<file path="src/rtl/axi_lite_to_reg_intf.sv">
// axi_lite_to_reg_intf: AXI4-Lite slave that serialises one write and one read onto a register-interface port.
// Ports:
//   clk_i, rst_i                      clock, asynchronous active-high reset
//   aw*/w*/b*                         AXI4-Lite write address, write data, write response channels
//   ar*/r*                            AXI4-Lite read address and read data channels
//   reg_addr_o/reg_write_o/reg_wdata_o/reg_wstrb_o/reg_valid_o   register request
//   reg_rdata_i/reg_error_i/reg_ready_i                          register response
module axi_lite_to_reg_intf #(
    parameter int ADDR_WIDTH = 32,
    parameter int DATA_WIDTH = 32,
    localparam int STRB_WIDTH = DATA_WIDTH / 8
) (
    input  logic                  clk_i,
    input  logic                  rst_i,
    input  logic [ADDR_WIDTH-1:0] awaddr_i,
    input  logic [2:0]            awprot_i,
    input  logic                  awvalid_i,
    output logic                  awready_o,
    input  logic [DATA_WIDTH-1:0] wdata_i,
    input  logic [STRB_WIDTH-1:0] wstrb_i,
    input  logic                  wvalid_i,
    output logic                  wready_o,
    output logic [1:0]            bresp_o,
    output logic                  bvalid_o,
    input  logic                  bready_i,
    input  logic [ADDR_WIDTH-1:0] araddr_i,
    input  logic [2:0]            arprot_i,
    input  logic                  arvalid_i,
    output logic                  arready_o,
    output logic [DATA_WIDTH-1:0] rdata_o,
    output logic [1:0]            rresp_o,
    output logic                  rvalid_o,
    input  logic                  rready_i,
    output logic [ADDR_WIDTH-1:0] reg_addr_o,
    output logic                  reg_write_o,
    output logic [DATA_WIDTH-1:0] reg_wdata_o,
    output logic [STRB_WIDTH-1:0] reg_wstrb_o,
    output logic                  reg_valid_o,
    input  logic [DATA_WIDTH-1:0] reg_rdata_i,
    input  logic                  reg_error_i,
    input  logic                  reg_ready_i
);
    typedef enum logic [2:0] {IDLE, WR_REQ, RD_REQ, WR_RSP, RD_RSP} state_t;
    state_t                state;
    logic                  aw_full, w_full, ar_full, last_wr;
    logic [ADDR_WIDTH-1:0] aw_addr, ar_addr;
    logic [DATA_WIDTH-1:0] w_data;
    logic [STRB_WIDTH-1:0] w_strb;
    logic                  wr_pend, rd_pend;
    logic                  unused_prot;
    assign unused_prot = ^{awprot_i, arprot_i};
    assign awready_o   = !aw_full & !rst_i;
    assign wready_o    = !w_full & !rst_i;
    assign arready_o   = !ar_full & !rst_i;
    assign wr_pend     = aw_full & w_full;
    assign rd_pend     = ar_full;
    // A full buffer never accepts, so a capture and a clear of the same flag cannot coincide.
    always_ff @(posedge clk_i or posedge rst_i) begin
        if (rst_i) begin
            state       <= IDLE;
            aw_full     <= 1'b0;
            w_full      <= 1'b0;
            ar_full     <= 1'b0;
            last_wr     <= 1'b0;
            aw_addr     <= '0;
            ar_addr     <= '0;
            w_data      <= '0;
            w_strb      <= '0;
            reg_valid_o <= 1'b0;
            reg_write_o <= 1'b0;
            reg_addr_o  <= '0;
            reg_wdata_o <= '0;
            reg_wstrb_o <= '0;
            bvalid_o    <= 1'b0;
            bresp_o     <= 2'b00;
            rvalid_o    <= 1'b0;
            rresp_o     <= 2'b00;
            rdata_o     <= '0;
        end else begin
            if (awvalid_i && awready_o) begin
                aw_full <= 1'b1;
                aw_addr <= awaddr_i;
            end
            if (wvalid_i && wready_o) begin
                w_full <= 1'b1;
                w_data <= wdata_i;
                w_strb <= wstrb_i;
            end
            if (arvalid_i && arready_o) begin
                ar_full <= 1'b1;
                ar_addr <= araddr_i;
            end
            case (state)
                IDLE: begin
                    // On a tie the side not served last goes first.
                    if (wr_pend && (!rd_pend || !last_wr)) begin
                        state       <= WR_REQ;
                        reg_valid_o <= 1'b1;
                        reg_write_o <= 1'b1;
                        reg_addr_o  <= aw_addr;
                        reg_wdata_o <= w_data;
                        reg_wstrb_o <= w_strb;
                    end else if (rd_pend) begin
                        state       <= RD_REQ;
                        reg_valid_o <= 1'b1;
                        reg_write_o <= 1'b0;
                        reg_addr_o  <= ar_addr;
                        reg_wdata_o <= '0;
                        reg_wstrb_o <= '0;
                    end
                end
                WR_REQ: begin
                    if (reg_ready_i) begin
                        state       <= WR_RSP;
                        last_wr     <= 1'b1;
                        reg_valid_o <= 1'b0;
                        reg_write_o <= 1'b0;
                        reg_addr_o  <= '0;
                        reg_wdata_o <= '0;
                        reg_wstrb_o <= '0;
                        bvalid_o    <= 1'b1;
                        bresp_o     <= reg_error_i ? 2'b10 : 2'b00;
                    end
                end
                RD_REQ: begin
                    if (reg_ready_i) begin
                        state       <= RD_RSP;
                        last_wr     <= 1'b0;
                        reg_valid_o <= 1'b0;
                        reg_addr_o  <= '0;
                        rvalid_o    <= 1'b1;
                        rresp_o     <= reg_error_i ? 2'b10 : 2'b00;
                        rdata_o     <= reg_rdata_i;
                    end
                end
                WR_RSP: begin
                    if (bready_i) begin
                        state    <= IDLE;
                        bvalid_o <= 1'b0;
                        bresp_o  <= 2'b00;
                        aw_full  <= 1'b0;
                        w_full   <= 1'b0;
                    end
                end
                RD_RSP: begin
                    if (rready_i) begin
                        state    <= IDLE;
                        rvalid_o <= 1'b0;
                        rresp_o  <= 2'b00;
                        ar_full  <= 1'b0;
                    end
                end
                default: state <= IDLE;
            endcase
        end
    end
endmodule

</file>
<file path="config.mk">
export PLATFORM = sky130hd
export DESIGN_NAME = axi_lite_to_reg_intf
export DESIGN_NICKNAME = d
export VERILOG_FILES = /design/src/rtl/axi_lite_to_reg_intf.sv
export SDC_FILE = /design/constraint.sdc
export NUM_CORES = 1
export LEC_CHECK = 0
export CORE_MARGIN = 3
export CORE_UTILIZATION = 35
export DETAILED_ROUTE_END_ITERATION = 8
export HOLD_SLACK_MARGIN = 0.15
export PLACE_DENSITY_LB_ADDON = 0.25
export SLEW_MARGIN = 20
export SYNTH_ARGS = -nofsm -noshare
export SYNTH_HDL_FRONTEND = slang
export SYNTH_SLANG_ARGS = --single-unit
export TNS_END_PERCENT = 10
</file>
<file path="constraint.sdc">
create_clock -name clk_i -period 6.4 [get_ports clk_i]
set_input_delay 0.96 -clock clk_i [delete_from_list [all_inputs] [get_ports clk_i]]
set_output_delay 0.96 -clock clk_i [all_outputs]
set_load 0.1 [all_outputs]
</file>
# After elaboration in Yosys (flattened, before gate mapping)

Index checks and enable logic that the tools add are counted.

Register bits: 215
Logic and storage cells: 103

Equality and inequality tests: 10
Multiplexer cells: 46
Bitwise logic cells: 4
Reduce and logical (&&, ||, !) cells: 24

Operators by type and width:

| cell                                                                    | number |
|---|---|
| 32-bit two-way mux                                                      | 5 |
| 32-bit one-hot mux with 2 select lines                                  | 2 |
| 3-bit two-way mux                                                       | 6 |
| 1-bit two-way mux                                                       | 17 |
| 3-bit one-hot mux with 5 select lines                                   | 1 |
| 3-bit AND reduction                                                     | 5 |
| 4-bit two-way mux                                                       | 3 |
| 1-bit one-hot mux with 2 select lines                                   | 5 |
| 2-bit nonzero test                                                      | 5 |
| 2-bit two-way mux                                                       | 4 |
| 2-bit inequality test, second input constant                            | 4 |
| 2-bit one-hot mux with 2 select lines                                   | 2 |
| 4-bit one-hot mux with 2 select lines                                   | 1 |
| 3-bit by 2-bit equality test with 1-bit output, second input constant   | 2 |
| 1-bit zero test                                                         | 5 |
| 5-bit AND reduction                                                     | 1 |
| 1-bit AND                                                               | 4 |
| 1-bit logical AND                                                       | 4 |
| 3-bit by 1-bit equality test with 1-bit output, second input constant   | 1 |
| 3-bit equality test, second input constant                              | 1 |
| 3-bit zero test                                                         | 1 |
| 3-bit inequality test, second input constant                            | 1 |
| 2-bit by 1-bit inequality test with 1-bit output, second input constant | 1 |
| 2-bit AND reduction                                                     | 1 |
| 2 further kinds                                                         | 2 |

# Depth between registers and ports, before layout

Word-level depth: 6
Mapped depth: 7
Mapped depth without buffers: 4

# Least setup slack after synthesis

No wires, ideal clock.

Path type: input to register
From: input rst_i
To: register ar_addr[10]
Setup time: 0.125 ns
Data arrival time: 3.260 ns
Data required time: 6.275 ns
Setup slack: 3.015 ns
Stages: 5
Path buffers: 2
Cells stage by stage: nor2_1 and2_1 clkbuf_1 buf_2 mux2_2

Word-level cells in the longest chain between the ends: 3

Ends and longest elaborated chain:

| what                      | RTL line | RTL |
|---|---|---|
| start: declaration        | 14       | `input logic rst_i,` |
| 1-bit zero test (no line) | -        |  |
| 1-bit AND                 | 54       | `assign arready_o = !ar_full & !rst_i;` |
| 1-bit logical AND         | 89       | `if (arvalid_i && arready_o) begin` |
| end signal: assignment    | 91       | `ar_addr <= araddr_i;` |
| end: declaration          | 46       | `logic [ADDR_WIDTH-1:0] aw_addr, ar_addr;` |

Every way passes these cells.
A chain may end at the register's enable or synchronous reset.

# Final worst setup path

From: input rst_i
To: output arready_o

Word-level cells in the longest chain between the ends: 2

Ends and longest elaborated chain:

| what                      | RTL line | RTL |
|---|---|---|
| 1-bit zero test (no line) | -        |  |
| 1-bit AND                 | 54       |  |
| end: declaration          | 29       | `output logic arready_o,` |

Every way passes these cells.

==> impl_metrics.json <==
{
  "rows": 55,
  "core-area_um2": 23100,
  "dpl.hpwl_um": 14300,
  "yosysTopAreaCell": "dfrtp_1",
  "antenna_left": 0,
  "die_height_um": 161,
  "criticalPathCategory": "primary input to output pin",
  "viasPerCell": 4.83,
  "avgSynthCellArea_um2": 14.5,
  "drt-pass1-iter-count": 4,
  "start_util_pct": 36.3,
  "synth_ff_type": "dfrtp_1",
  "clock_path_buffers": 3,
  "synth_top_area_share_pct": 63.6,
  "cp.buffers_inverters": 2,
  "ys_types": 35,
  "antenna_found_initial": 0,
  "fmax_mhz": 253,
  "gp_congestion": 0.753,
  "fin_setup_tns_ns": 0,
  "die_area_um2": 25800,
  "drv_cap": 0,
  "ys_ff_latch": 213,
  "crit_top_cell": "clkdlybuf4s50_1",
  "use_met3_pct": 3.59,
  "grt_setup_unrepaired": "no",
  "slowest_delay_ns": 1.19,
  "area_delta_synth_final_pct": 41.7,
  "grt_overflow": 0,
  "arrival_ns": 2.99,
  "fin_nets": 968,
  "met1_usage_pct": 20.1,
  "boundaryPins": 258,
  "maxSlewViolCount": 0,
  "yosysWarnings": 0,
  "ctsResizeCount": 0,
  "drive_gt1_share_pct": 22.3,
  "grt_pass1_vias": 6037,
  "startpoint_type": "primary input",
  "period_share_pct": 61.8,
  "syn_area_um2": 8380,
  "cp_top_family": "buffers and inverters",
  "cp.required_ns": 5.44,
  "ctsHoldBuffers": 0,
  "cts_root_buf": "clkbuf_16",
  "critPathSlowestCell": "clkdlybuf4s50_1",
  "cts_max_level": 1,
  "cts_made_buffers": 24,
  "tightest_slew_ns": 1.05,
  "place_ws_ns": 2.43,
  "cts_setup_buffers": 0,
  "met2_usage_pct": 27.3,
  "cts_sinks": 213,
  "setup_violations": 0,
  "finClkSkew_ns": 0.00750,
  "synthCells": 577,
  "end_kind": "output pin",
  "die_x_um": 161,
  "hp-class": "flip-flop to flip-flop",
  "crit_path_cell_trace": "clkdlybuf4s50_1, nor2_1, clkdlybuf4s50_1",
  "grt_usage_pct": 16.0,
  "drt_iter0_drc": 210,
  "status": "complete, no violations",
  "busiest_layer": "met2",
  "vias": 5569,
  "fin_cells": 1152,
  "cts_tree": "built",
  "async_reset_ff_share_pct": 100,
  "finalCriticalPeriod_ns": 3.95,
  "ys_seq_area_share_pct": 63.6,
  "slew_headroom_pct": 29.5,
  "antennaDiodeCount": 0,
  "synth_common_cells": "213 x dfrtp_1, 133 x mux2_2, 42 x nand2_1",
  "synth.most_common_cell": "dfrtp_1",
  "synth_enable_flop_cells": 0,
  "synth_area_leaders": "dfrtp_1 64%, mux2_2 18%, mux2i_1 3.9%",
  "wl_um": 21000,
  "port_buffers": 249,
  "grt_max_degree": 70,
  "fin_ws_ns": 2.45,
  "grt_pass1_wl_um": 33600,
  "cp_max_fo": 4,
  "drc": 0,
  "drt-wirelength-per-cell_um": 18.2,
  "dp_cells": 1107,
  "hold_viol": 0,
  "cts.clk_slew.worst_paths_ns": 0.06,
  "clkLatencyLatePin_ns": 0.50
}
## area by class of cell
cell class | count | area, um^2
clock buffers | 39 | 748
inverters | 1 | 7.51
well taps | 313 | 392
fillers | 1960 | 11200
flip-flops and latches | 213 | 5330
repair buffers | 255 | 2560
multi-input cells | 326 | 2810
clock inverters | 5 | 28.8
## per-layer routing
metal | share of wire [%] | vias up
met5 | 0 | -
met4 | 3.6 | 0
met3 | 5.8 | 52
met2 | 50 | 169
met1 | 41 | 2814
li1 | - | 2534
## per-stage QoR
step	hold slack (ns)	util (%)	instance area [um^2]
after floorplan	0.469	-	8390
after global placement	0.463	48.0	11100
after detailed placement	0.467	48.0	11100
after CTS	0.482	51.4	11800
after global routing	0.507	51.5	11900
final	0.483	51.5	11900
## registers in the layout, indices dropped and copies added (netlist names), 3 cells and up
| signal | cells |
|---|---|
| aw_addr | 32 |
| state | 3 |
| reg_wdata_o | 32 |
| w_data | 32 |
| ar_addr | 32 |
| rdata_o | 32 |
| reg_wstrb_o | 4 |
| reg_addr_o | 32 |
| w_strb | 4 |
## layout by cell type, fill, tap and decap left out, types with 6 or more instances in the layout
master           Yosys  routed
mux2i_1             33      33
clkbuf_8             0       7
a22o_1              37      37
mux2_2             133     133
o21ai_0              7       7
dfrtp_1            213     213
o21ai_1             29      29
clkbuf_16            0      25
nor2_1               8       8
nand2_1             42      42
a21oi_1              6       6
clkbuf_1             1       7
clkdlybuf4s50_1      0     249
## worst reg2reg max path: stages (launching register included)
cell and delay [ns]:
dfrtp_1 0.59, nand3b_1 0.23, nor2_4 0.75, mux2_2 0.45
## final timing paths
path                                           end               startpoint  depth (start not counted)  slack [ns]
max in group asynchronous   ar_addr[5]$_DFFE_PP0P_                    rst_i                          3        3.90
setup / recovery                         arready_o                    rst_i                          3        2.45
min in group asynchronous     state[2]$_DFFE_PP0P_                    rst_i                          2        1.15
setup reg to reg           rdata_o[16]$_DFFE_PP0P_     state[1]$_DFFE_PP0P_                          3        4.27
hold reg to reg            reg_write_o$_DFFE_PP0P_  reg_write_o$_DFFE_PP0P_                          1        0.48
hold / removal             reg_write_o$_DFFE_PP0P_  reg_write_o$_DFFE_PP0P_                          1        0.48
## cell families after synthesis
kind of cell           share of synthesized area (%)
DFF                                             63.6
muxes                                           21.8
AOI/OAI and AO/OA                               7.14
and+or+nand+nor                                 4.18
buffers and inverters                           3.20
other                                         0.0448
Power is left out: the tool's default activity adds up to more than one toggle a clock period on the data nets, which glitch-free logic cannot reach.
